**src/rtl/crossbar_sched_if.sv**
```systemverilog
// Scheduler bus between the ingress VOQs, the host enable and the crossbar path.
// The host/VOQ side uses master; the scheduler uses slave.
interface crossbar_sched_if #(
  parameter int PORTS = 4
);
  logic                     enable;
  logic [PORTS*PORTS-1:0]   voq_req;
  logic [PORTS*PORTS-1:0]   match;
  logic                     match_valid;
  logic [PORTS-1:0]         deq;
  logic [31:0]              match_count;

  modport master (
    output enable,
    output voq_req,
    input  match,
    input  match_valid,
    input  deq,
    input  match_count
  );

  modport slave (
    input  enable,
    input  voq_req,
    output match,
    output match_valid,
    output deq,
    output match_count
  );
endinterface

```
**src/rtl/crossbar_sched.sv**
```systemverilog
// Single-iteration iSLIP crossbar scheduler: grant, accept, then hold the
// conflict-free match for SLOT_LEN cycles while the experiment is enabled.
module crossbar_sched #(
  parameter int PORTS    = 4,
  parameter int SLOT_LEN = 16
) (
  input  logic             clk,
  input  logic             reset,
  crossbar_sched_if.slave  bus
);

  localparam int NN  = PORTS * PORTS;
  localparam int PW  = $clog2(PORTS);
  localparam int CW  = $clog2(SLOT_LEN);
  localparam int PCW = $clog2(PORTS + 1);

  typedef enum logic [1:0] {
    IDLE,
    GRANT,
    ACCEPT,
    HOLD
  } state_t;

  state_t          state_q, state_d;
  logic [NN-1:0]   grant_q, grant_d;
  logic [NN-1:0]   match_q, match_d;
  logic            match_valid_q, match_valid_d;
  logic [PORTS-1:0] deq_q, deq_d;
  logic [31:0]     match_count_q, match_count_d;
  logic [CW-1:0]   slot_q, slot_d;
  logic [PW-1:0]   grant_ptr  [PORTS];
  logic [PW-1:0]   accept_ptr [PORTS];
  logic [PW-1:0]   grant_ptr_d  [PORTS];
  logic [PW-1:0]   accept_ptr_d [PORTS];

  logic [NN-1:0]    grant_comb;
  logic [NN-1:0]    accept_comb;
  logic [PORTS-1:0] row_any;
  logic [PCW-1:0]   pairs;

  // PORTS need not be a power of two, so the wrap is explicit.
  function automatic logic [PW-1:0] next_ptr(input int idx);
    if (idx + 1 >= PORTS) return '0;
    return PW'(idx + 1);
  endfunction

  // Each egress column grants the first requesting ingress at or after its pointer.
  always_comb begin
    grant_comb = '0;
    for (int j = 0; j < PORTS; j++) begin
      logic found;
      int   idx;
      found = 1'b0;
      idx   = 0;
      for (int k = 0; k < PORTS; k++) begin
        idx = int'(grant_ptr[j]) + k;
        if (idx >= PORTS) idx = idx - PORTS;
        if (!found && bus.voq_req[idx*PORTS + j]) begin
          grant_comb[idx*PORTS + j] = 1'b1;
          found = 1'b1;
        end
      end
    end
  end

  always_comb begin
    accept_comb = '0;
    for (int i = 0; i < PORTS; i++) begin
      logic found;
      int   idx;
      found = 1'b0;
      idx   = 0;
      for (int k = 0; k < PORTS; k++) begin
        idx = int'(accept_ptr[i]) + k;
        if (idx >= PORTS) idx = idx - PORTS;
        if (!found && grant_q[i*PORTS + idx]) begin
          accept_comb[i*PORTS + idx] = 1'b1;
          found = 1'b1;
        end
      end
    end
  end

  // Each row holds at most one accepted bit, so matched rows equal matched pairs.
  always_comb begin
    row_any = '0;
    pairs   = '0;
    for (int i = 0; i < PORTS; i++) begin
      row_any[i] = |accept_comb[i*PORTS +: PORTS];
      if (row_any[i]) pairs = pairs + PCW'(1);
    end
  end

  always_comb begin
    state_d       = state_q;
    grant_d       = grant_q;
    match_d       = match_q;
    match_valid_d = match_valid_q;
    deq_d         = '0;
    match_count_d = match_count_q;
    slot_d        = slot_q;
    grant_ptr_d   = grant_ptr;
    accept_ptr_d  = accept_ptr;
    case (state_q)
      IDLE: begin
        if (bus.enable) state_d = GRANT;
      end
      GRANT: begin
        grant_d = grant_comb;
        state_d = bus.enable ? ACCEPT : IDLE;
      end
      ACCEPT: begin
        if (!bus.enable) begin
          state_d = IDLE;
        end else if (accept_comb == '0) begin
          state_d = GRANT;
        end else begin
          state_d       = HOLD;
          match_d       = accept_comb;
          match_valid_d = 1'b1;
          deq_d         = row_any;
          slot_d        = CW'(SLOT_LEN - 1);
          match_count_d = match_count_q + {{(32-PCW){1'b0}}, pairs};
          for (int i = 0; i < PORTS; i++) begin
            for (int j = 0; j < PORTS; j++) begin
              if (accept_comb[i*PORTS + j]) begin
                grant_ptr_d[j]  = next_ptr(i);
                accept_ptr_d[i] = next_ptr(j);
              end
            end
          end
        end
      end
      HOLD: begin
        // A falling enable only decides where we go once the slot has run out.
        if (slot_q == '0) begin
          match_d       = '0;
          match_valid_d = 1'b0;
          state_d       = bus.enable ? GRANT : IDLE;
        end else begin
          slot_d = slot_q - 1'b1;
        end
      end
      default: state_d = IDLE;
    endcase
  end

  always_ff @(posedge clk or negedge reset) begin
    if (!reset) begin
      state_q       <= IDLE;
      grant_q       <= '0;
      match_q       <= '0;
      match_valid_q <= 1'b0;
      deq_q         <= '0;
      match_count_q <= '0;
      slot_q        <= '0;
      for (int k = 0; k < PORTS; k++) begin
        grant_ptr[k]  <= '0;
        accept_ptr[k] <= '0;
      end
    end else begin
      state_q       <= state_d;
      grant_q       <= grant_d;
      match_q       <= match_d;
      match_valid_q <= match_valid_d;
      deq_q         <= deq_d;
      match_count_q <= match_count_d;
      slot_q        <= slot_d;
      grant_ptr     <= grant_ptr_d;
      accept_ptr    <= accept_ptr_d;
    end
  end

  assign bus.match       = match_q;
  assign bus.match_valid = match_valid_q;
  assign bus.deq         = deq_q;
  assign bus.match_count = match_count_q;

endmodule

```
**src/flat_wrapper.sv**
```systemverilog
// flat-port wrapper written by rule: the top's interface ports become plain ports
module crossbar_sched_flat 
#(
  parameter int PORTS    = 4,
  parameter int SLOT_LEN = 16
)
  (clk, reset, bus_enable, bus_voq_req, bus_match, bus_match_valid, bus_deq, bus_match_count);
  crossbar_sched_if #(.PORTS(PORTS)) bus_i ();
  input  logic clk;
  input  logic reset;
  input wire logic [$bits(bus_i.enable)-1:0] bus_enable;
  input wire logic [$bits(bus_i.voq_req)-1:0] bus_voq_req;
  output wire logic [$bits(bus_i.match)-1:0] bus_match;
  output wire logic [$bits(bus_i.match_valid)-1:0] bus_match_valid;
  output wire logic [$bits(bus_i.deq)-1:0] bus_deq;
  output wire logic [$bits(bus_i.match_count)-1:0] bus_match_count;
  assign bus_i.enable = bus_enable;
  assign bus_i.voq_req = bus_voq_req;
  assign bus_match = bus_i.match;
  assign bus_match_valid = bus_i.match_valid;
  assign bus_deq = bus_i.deq;
  assign bus_match_count = bus_i.match_count;
  crossbar_sched #(.PORTS(PORTS), .SLOT_LEN(SLOT_LEN)) u_core (.clk(clk), .reset(reset), .bus(bus_i));
endmodule
```
**config.mk**
```make
export PLATFORM = sky130hd
export DESIGN_NAME = crossbar_sched_flat
export DESIGN_NICKNAME = d
export VERILOG_FILES = /design/src/rtl/crossbar_sched_if.sv /design/src/rtl/crossbar_sched.sv /design/src/flat_wrapper.sv
export SDC_FILE = /design/constraint.sdc
export NUM_CORES = 1
export LEC_CHECK = 0
export ABC_CLOCK_PERIOD_IN_PS = 11100
export CORE_MARGIN = 10
export CORE_UTILIZATION = 37
export CTS_CLUSTER_DIAMETER = 40
export DETAILED_ROUTE_END_ITERATION = 7
export PLACE_DENSITY = 0.67
export SETUP_SLACK_MARGIN = 0.5
export SLEW_MARGIN = 20
export SYNTH_ARGS = -nofsm -noshare
export SYNTH_HDL_FRONTEND = slang
export SYNTH_SLANG_ARGS = --single-unit
```
**constraint.sdc**
```tcl
create_clock -name clk -period 11.1 [get_ports clk]
set_input_delay 2.22 -clock clk [delete_from_list [all_inputs] [get_ports clk]]
set_output_delay 2.22 -clock clk [all_outputs]
set_load 0.01 [all_outputs]
```
==> results.yml, run 1 <==
run_status:
  status: "finished clean"
clocking:
  clkLatencyLatePin_ns: 0.35
  cts_tree: "built"
  root_buffer: "clkbuf_16"
  post_cts_buffers: 0
  cts_buffer_depth: 2
  cts_buffers: 9
  post_cts_resized: 0
  cts.clk_slew.worst_paths_ns: 0.08
  cts_sinks: 91
  cts_htree_levels: 3
  cts_hold_buffers: 0
global_routing:
  track_usage: 0.154
  grt_max_degree: 74
  antenna_found_initial: 0
  grt_overflow_total: 0
  grt_pass1_vias: 6543
  grt_pass1_wl_mm: 36.1
synth:
  synth_cell_types: 77
  synth_edf_count: 0
  synth_top_cell_area_share: 0.288
  syn_inst: 823
  ys_ff_latch: 91
  ys_warn_count: 0
  syn-num-nets: 919
  syn-cell-area_mm2: 0.00789
  yosys.area.top_type: "dfrtp_1"
  ys.flop_type: "dfrtp_1"
  synth.avg_cell_area_um2: 9.59
  synth_area_leaders: "dfrtp_1, ha_1, mux4_2, mux2i_1, a222oi_1"
  synth.most_common_cell: "dfrtp_1"
  ys_seq_area_frac: 0.288
  synth_common_cells: "dfrtp_1, ha_1, nand2_1, inv_1, nor2_1"
  async_flop_share: 1.00
sta:
  slew_headroom: 0.337
  setup_viol: 0
  tightest_slew_ns: 0.991
  finalClockSkew_ns: 0.0145
  rsz0062_at_grt: "false"
  fmax_mhz: 143
  fin_crit_sh: 0.631
  finalSetupTns_ns: 0
  maxSlewViolCount: 0
  finalHoldViolCount: 0
  fin_crit_ns: 7.00
final_layout:
  drive_gt1_frac: 0.0845
  diodes: 0
  syn_to_final_growth_pct: 14.6
  layout.nets: 967
routing:
  vias_per_cell: 5.93
  firstDrtPassIters: 5
  drt-wirelength-per-cell_um: 19.1
  routed_wl_mm: 22.0
  postRouteAntennaNets: 0
  route.detailed.drc: 0
  num_vias: 6823
  drt_iter0_markers: 797
floorplan:
  row_count: 53
  start_util: 0.376
  dieHeight_um: 166
  core_area_mm2: 0.0210
  dieArea_mm2: 0.0276
  io_pins: 72
  dieWidth_um: 166
worst_hold_path:
  hold_path_class: "reg -> reg"
  whs_path_depth: 1
critical_path:
  cp-end-kind: "flip-flop"
  cp-start-kind: "flip-flop"
  critical_path_class: "reg -> reg"
  cp.required_ns: 11.38
  crit_arrival_ns: 7.28
  cp_max_fo: 20
  reg2regPathDepth: 22
placed_design:
  io_buffers: 71
  routabilityCongestion: 0.946
  dp_hpwl_mm: 16.5
job:
  max_cap_violations: 0
worst paths after layout:
kind / start / endpoint / slack, ns
min reg2reg: u_core.bus.match_count[31]$_DFFE_PN0P_ / u_core.bus.match_count[31]$_DFFE_PN0P_ / 0.47
min in group asynchronous: reset / u_core.bus.match_count[31]$_DFFE_PN0P_ / 1.73
max in group asynchronous: reset / u_core.grant_q[0]$_DFFE_PN0N_ / 8.15
max reg2reg: u_core.accept_ptr[4]$_DFFE_PN0P_ / u_core.bus.match_count[30]$_DFFE_PN0P_ / 4.10
min: u_core.bus.match_count[31]$_DFFE_PN0P_ / u_core.bus.match_count[31]$_DFFE_PN0P_ / 0.47
max: u_core.accept_ptr[4]$_DFFE_PN0P_ / u_core.bus.match_count[30]$_DFFE_PN0P_ / 4.10
worst max-delay path, stage by stage, from the launching register on:
cell	delay, ns
dfrtp_1	0.94
ha_1	0.36
nor2b_1	0.48
inv_1	0.16
nor3b_1	0.35
nor4_1	0.10
a2bb2o_1	0.46
a221o_1	0.35
a221oi_1	0.24
o211ai_1	0.29
nor4_1	0.59
inv_1	0.10
ha_1	0.32
xor2_1	0.25
ha_1	0.19
nor2b_1	0.16
xnor2_1	0.09
ha_1	0.32
a21oi_1	0.11
nor2_1	0.49
nand2_1	0.15
nor4_1	0.26
xor2_1	0.17
placed cells by master, fill, tap and decap left out, types with 15 or more instances in the layout:
master / synthesis / routed
mux2i_1: 31 / 31
nand3_1: 40 / 40
nor2_1: 43 / 43
dfrtp_1: 91 / 91
nor2b_1: 19 / 19
ha_1: 76 / 76
a222oi_1: 27 / 27
nand4_1: 18 / 18
xor2_1: 15 / 15
nand2_1: 58 / 58
mux4_2: 21 / 21
o21ai_0: 22 / 22
xnor2_1: 19 / 19
clkdlybuf4s50_1: 0 / 70
mux2_2: 16 / 16
a21oi_1: 42 / 42
inv_1: 44 / 44
state kept, by name, indices dropped and copies added (netlist names):
signal,flops
u_core.bus.match_count,32
u_core.bus.match,16
u_core.grant_q,16
u_core.accept_ptr,8
u_core.grant_ptr,8
u_core.bus.deq,4
u_core.slot_q,4
u_core.state_q,2
u_core.bus.match_valid,1
cells by family after synthesis:
kind of cell	Yosys count	share of synthesized area
buffers and inverters	81	0.0485
flip-flops	91	0.288
AND/OR/NAND/NOR	262	0.178
multiplexers	70	0.127
XOR/XNOR	34	0.0377
AO/OA/AOI/OAI	208	0.198
adder cells (fa/ha/maj)	77	0.123
stage by stage:
step	worst slack, ns	area, um2	hold slack, ns	cells	util
4_1_cts	4.21	9050	0.477	1151	0.430
5_1_grt	3.60	9050	0.509	1151	0.430
2_1_floorplan	5.25	7890	0.482	823	-
6_report	4.10	9050	0.471	1151	0.430
3_5_place_dp	4.28	8750	0.466	1135	0.416
3_3_place_gp	4.51	8750	0.463	1135	0.416
layout make-up:
type                            instances  area [um2]
Clock buffer                            9         225
Clock inverter                          7        70.1
Fill cell                            2001       12000
Inverter                               44         165
Multi-Input combinational cell        651        5240
Sequential cell                        91        2280
Tap cell                              275         344
Timing Repair Buffer                   74         731
per-layer routing:
| metal | track usage | part of all wire | routed length [um] |
|---|---|---|---|
| met5 | 0 | 0 | 0 |
| met1 | 0.211 | 0.45 | 9950 |
| met4 | 0.0412 | 0.021 | 458 |
| met2 | 0.247 | 0.47 | 10300 |
| met3 | 0.0218 | 0.056 | 1240 |
Power of run 1 is not shown: default switching activity piles up to over one toggle a cycle in this logic, so the estimate is an artifact.
==> run 2: changes to the inputs <==
--- a/config.mk
+++ b/config.mk
@@ -5,12 +5,12 @@
 export SDC_FILE = /design/constraint.sdc
 export NUM_CORES = 1
 export LEC_CHECK = 0
-export ABC_CLOCK_PERIOD_IN_PS = 11100
+export ABC_CLOCK_PERIOD_IN_PS = 5700
 export CORE_MARGIN = 10
 export CORE_UTILIZATION = 37
 export CTS_CLUSTER_DIAMETER = 40
 export DETAILED_ROUTE_END_ITERATION = 7
-export PLACE_DENSITY = 0.67
+export PLACE_DENSITY = 0.69
 export SETUP_SLACK_MARGIN = 0.5
 export SLEW_MARGIN = 20
 export SYNTH_ARGS = -nofsm -noshare
==> constraint.sdc (replaced) <==
create_clock -name clk -period 5.7 [get_ports clk]
set_input_delay 1.14 -clock clk [delete_from_list [all_inputs] [get_ports clk]]
set_output_delay 1.14 -clock clk [all_outputs]
set_load 0.01 [all_outputs]
==> run 2 against run 1 <==
  * Sequential cell count unchanged
  * Non-clock buffer count up 72
  * Worst hold slack better by 0.0047 ns
  * Die area unchanged
  * Register-to-register slack worse by 3.6 ns
  * Sequential share of layout area down 2.6 points
  * Global-route usage up 0.78 points
  * Critical path depth up 2
  * Via count up 6.8%
  * Core utilization up 5.2 points
==> results.yml, run 2 (synthesis gave the netlist of run 1 again) <==
routing:
  postRouteAntennaNets: 0
  drt_iter0_markers: 751
  route.detailed.drc: 0
  vias_per_cell: 5.96
  drt-wirelength-per-cell_um: 20.0
  num_vias: 7289
  routed_wl_mm: 24.4
  firstDrtPassIters: 7
sta:
  rsz0062_at_grt: "true"
  fmax_mhz: 194
  setup_viol: 0
  tightest_slew_ns: 1.00
  finalSetupTns_ns: 0
  maxSlewViolCount: 0
  finalClockSkew_ns: 0.0127
  fin_crit_sh: 0.904
  finalHoldViolCount: 0
  slew_headroom: 0.330
  setup_slack_ns: 0.544
  fin_crit_ns: 5.16
placed_design:
  io_buffers: 71
  place_ws_ns: 0.164
  routabilityCongestion: 0.925
  dp_hpwl_mm: 17.0
worst_hold_path:
  hold_path_class: "reg -> reg"
critical_path:
  max_stage_delay_ns: 0.47
  cp-start-kind: "flip-flop"
  path_cells: "buf_4, inv_4, ha_4, and3_1, o41ai_4, a22oi_2, buf_4, buf_6, buf_4, nand2_1, nand4_1, nor4_4, inv_2, ha_4, xor2_2, ha_1, nor2b_2, xnor2_1, ha_2, a21oi_4, nor2_4, nand2_1, nor4_2, xor2_1"
  crit_buf_inv: 6
  cp_max_fo: 8
  crit_arrival_ns: 5.42
  critical_path_class: "reg -> reg"
  cp-end-kind: "flip-flop"
  cp.required_ns: 5.96
  cpLargestDelayFamily: "simple AND/OR/NAND/NOR gates"
  crit_top_cell: "buf_4"
  ff2ff_setup_slack_ns: 0.54
  cpMaxStageDelayCell: "dfrtp_2"
floorplan:
  dieWidth_um: 166
  core_area_mm2: 0.0210
  io_pins: 72
  start_util: 0.376
  dieHeight_um: 166
  dieArea_mm2: 0.0276
  row_count: 53
global_routing:
  track_usage: 0.162
  grt_max_degree: 49
  antenna_found_initial: 0
  grt_pass1_vias: 6710
  grt_overflow_total: 0
  grt_pass1_wl_mm: 37.3
final_layout:
  layout.nets: 1039
  drive_gt1_frac: 0.228
  largest_reg_flops: 32
  area.sequential_mm2: 0.00228
  multi_input_area_mm2: 0.00569
  syn_to_final_growth_pct: 28.4
  diodes: 0
  fillCellCount: 1878
  layout.cells.most_common_list: "dfrtp_1, clkdlybuf4s50_1, buf_4"
  layout_commonest_cell: "dfrtp_1"
job:
  max_cap_violations: 0
clocking:
  cts_buffers: 9
  root_buffer: "clkbuf_16"
  cts.clk_slew.worst_paths_ns: 0.08
  cts_htree_levels: 3
  cts_sinks: 91
  cts_tree: "built"
  cts_buffer_depth: 2
  cts_hold_buffers: 0
  clkLatencyLatePin_ns: 0.35
run_status:
  status: "finished clean"
[run 2: cell types whose count changed in the layout (fill, tap and decap cells not counted), sizes merged]
cell	change
buf	+71
inv	+1
clkinvlp	-1
clkbuf	+1
bufinv	+1
clkinv	-1
[run 2: repair_timing]
action | in CTS | in global routing
gates cloned | 0 | 1
buffers inserted | 7 | 35
pin swaps | 4 | 32
resized for setup | 33 | 51
endpoints found under the setup margin | 29 | 29
[run 2: final cells by class]
cell class              count  area share
clock inverters             7     0.00864
well taps                 275      0.0340
inverters                  44      0.0170
flip-flops and latches     91       0.225
multi-input cells         651       0.562
clock buffers               9      0.0222
repair buffers            146       0.131
[run 2: path summary, 6_finish.rpt]
path                                                        start                                      to  cells after the start
max                              u_core.accept_ptr[4]$_DFFE_PN0P_  u_core.bus.match_count[30]$_DFFE_PN0P_                     24
min                        u_core.bus.match_count[31]$_DFFE_PN0P_  u_core.bus.match_count[31]$_DFFE_PN0P_                      1
max reg2reg                      u_core.accept_ptr[4]$_DFFE_PN0P_  u_core.bus.match_count[30]$_DFFE_PN0P_                     24
min reg2reg                u_core.bus.match_count[31]$_DFFE_PN0P_  u_core.bus.match_count[31]$_DFFE_PN0P_                      1
max in group asynchronous                                   reset        u_core.accept_ptr[2]$_DFFE_PN0P_                      2
min in group asynchronous                                   reset             u_core.bus.deq[0]$_DFF_PN0_                      1
[run 2: through the flow]
stage                      util  cell area (um2)  hold slack [ns]  instances
after floorplan               -             8060            0.482        823
after global placement    0.433             9090            0.465       1164
after detailed placement  0.433             9090            0.477       1164
after CTS                 0.457             9610            0.487       1187
after global routing      0.482            10100            0.504       1223
final                     0.482            10100            0.476       1223
[run 2: routing by layer]
metal / vias to the layer above / global-route usage / part of all wire
li1: 3365 / - / -
met1: 3566 / 0.217 / 0.43
met2: 300 / 0.261 / 0.48
met3: 58 / 0.0222 / 0.063
met4: 0 / 0.0543 / 0.028
met5: - / 0 / 0
Power of run 2 is left out for the same reason.
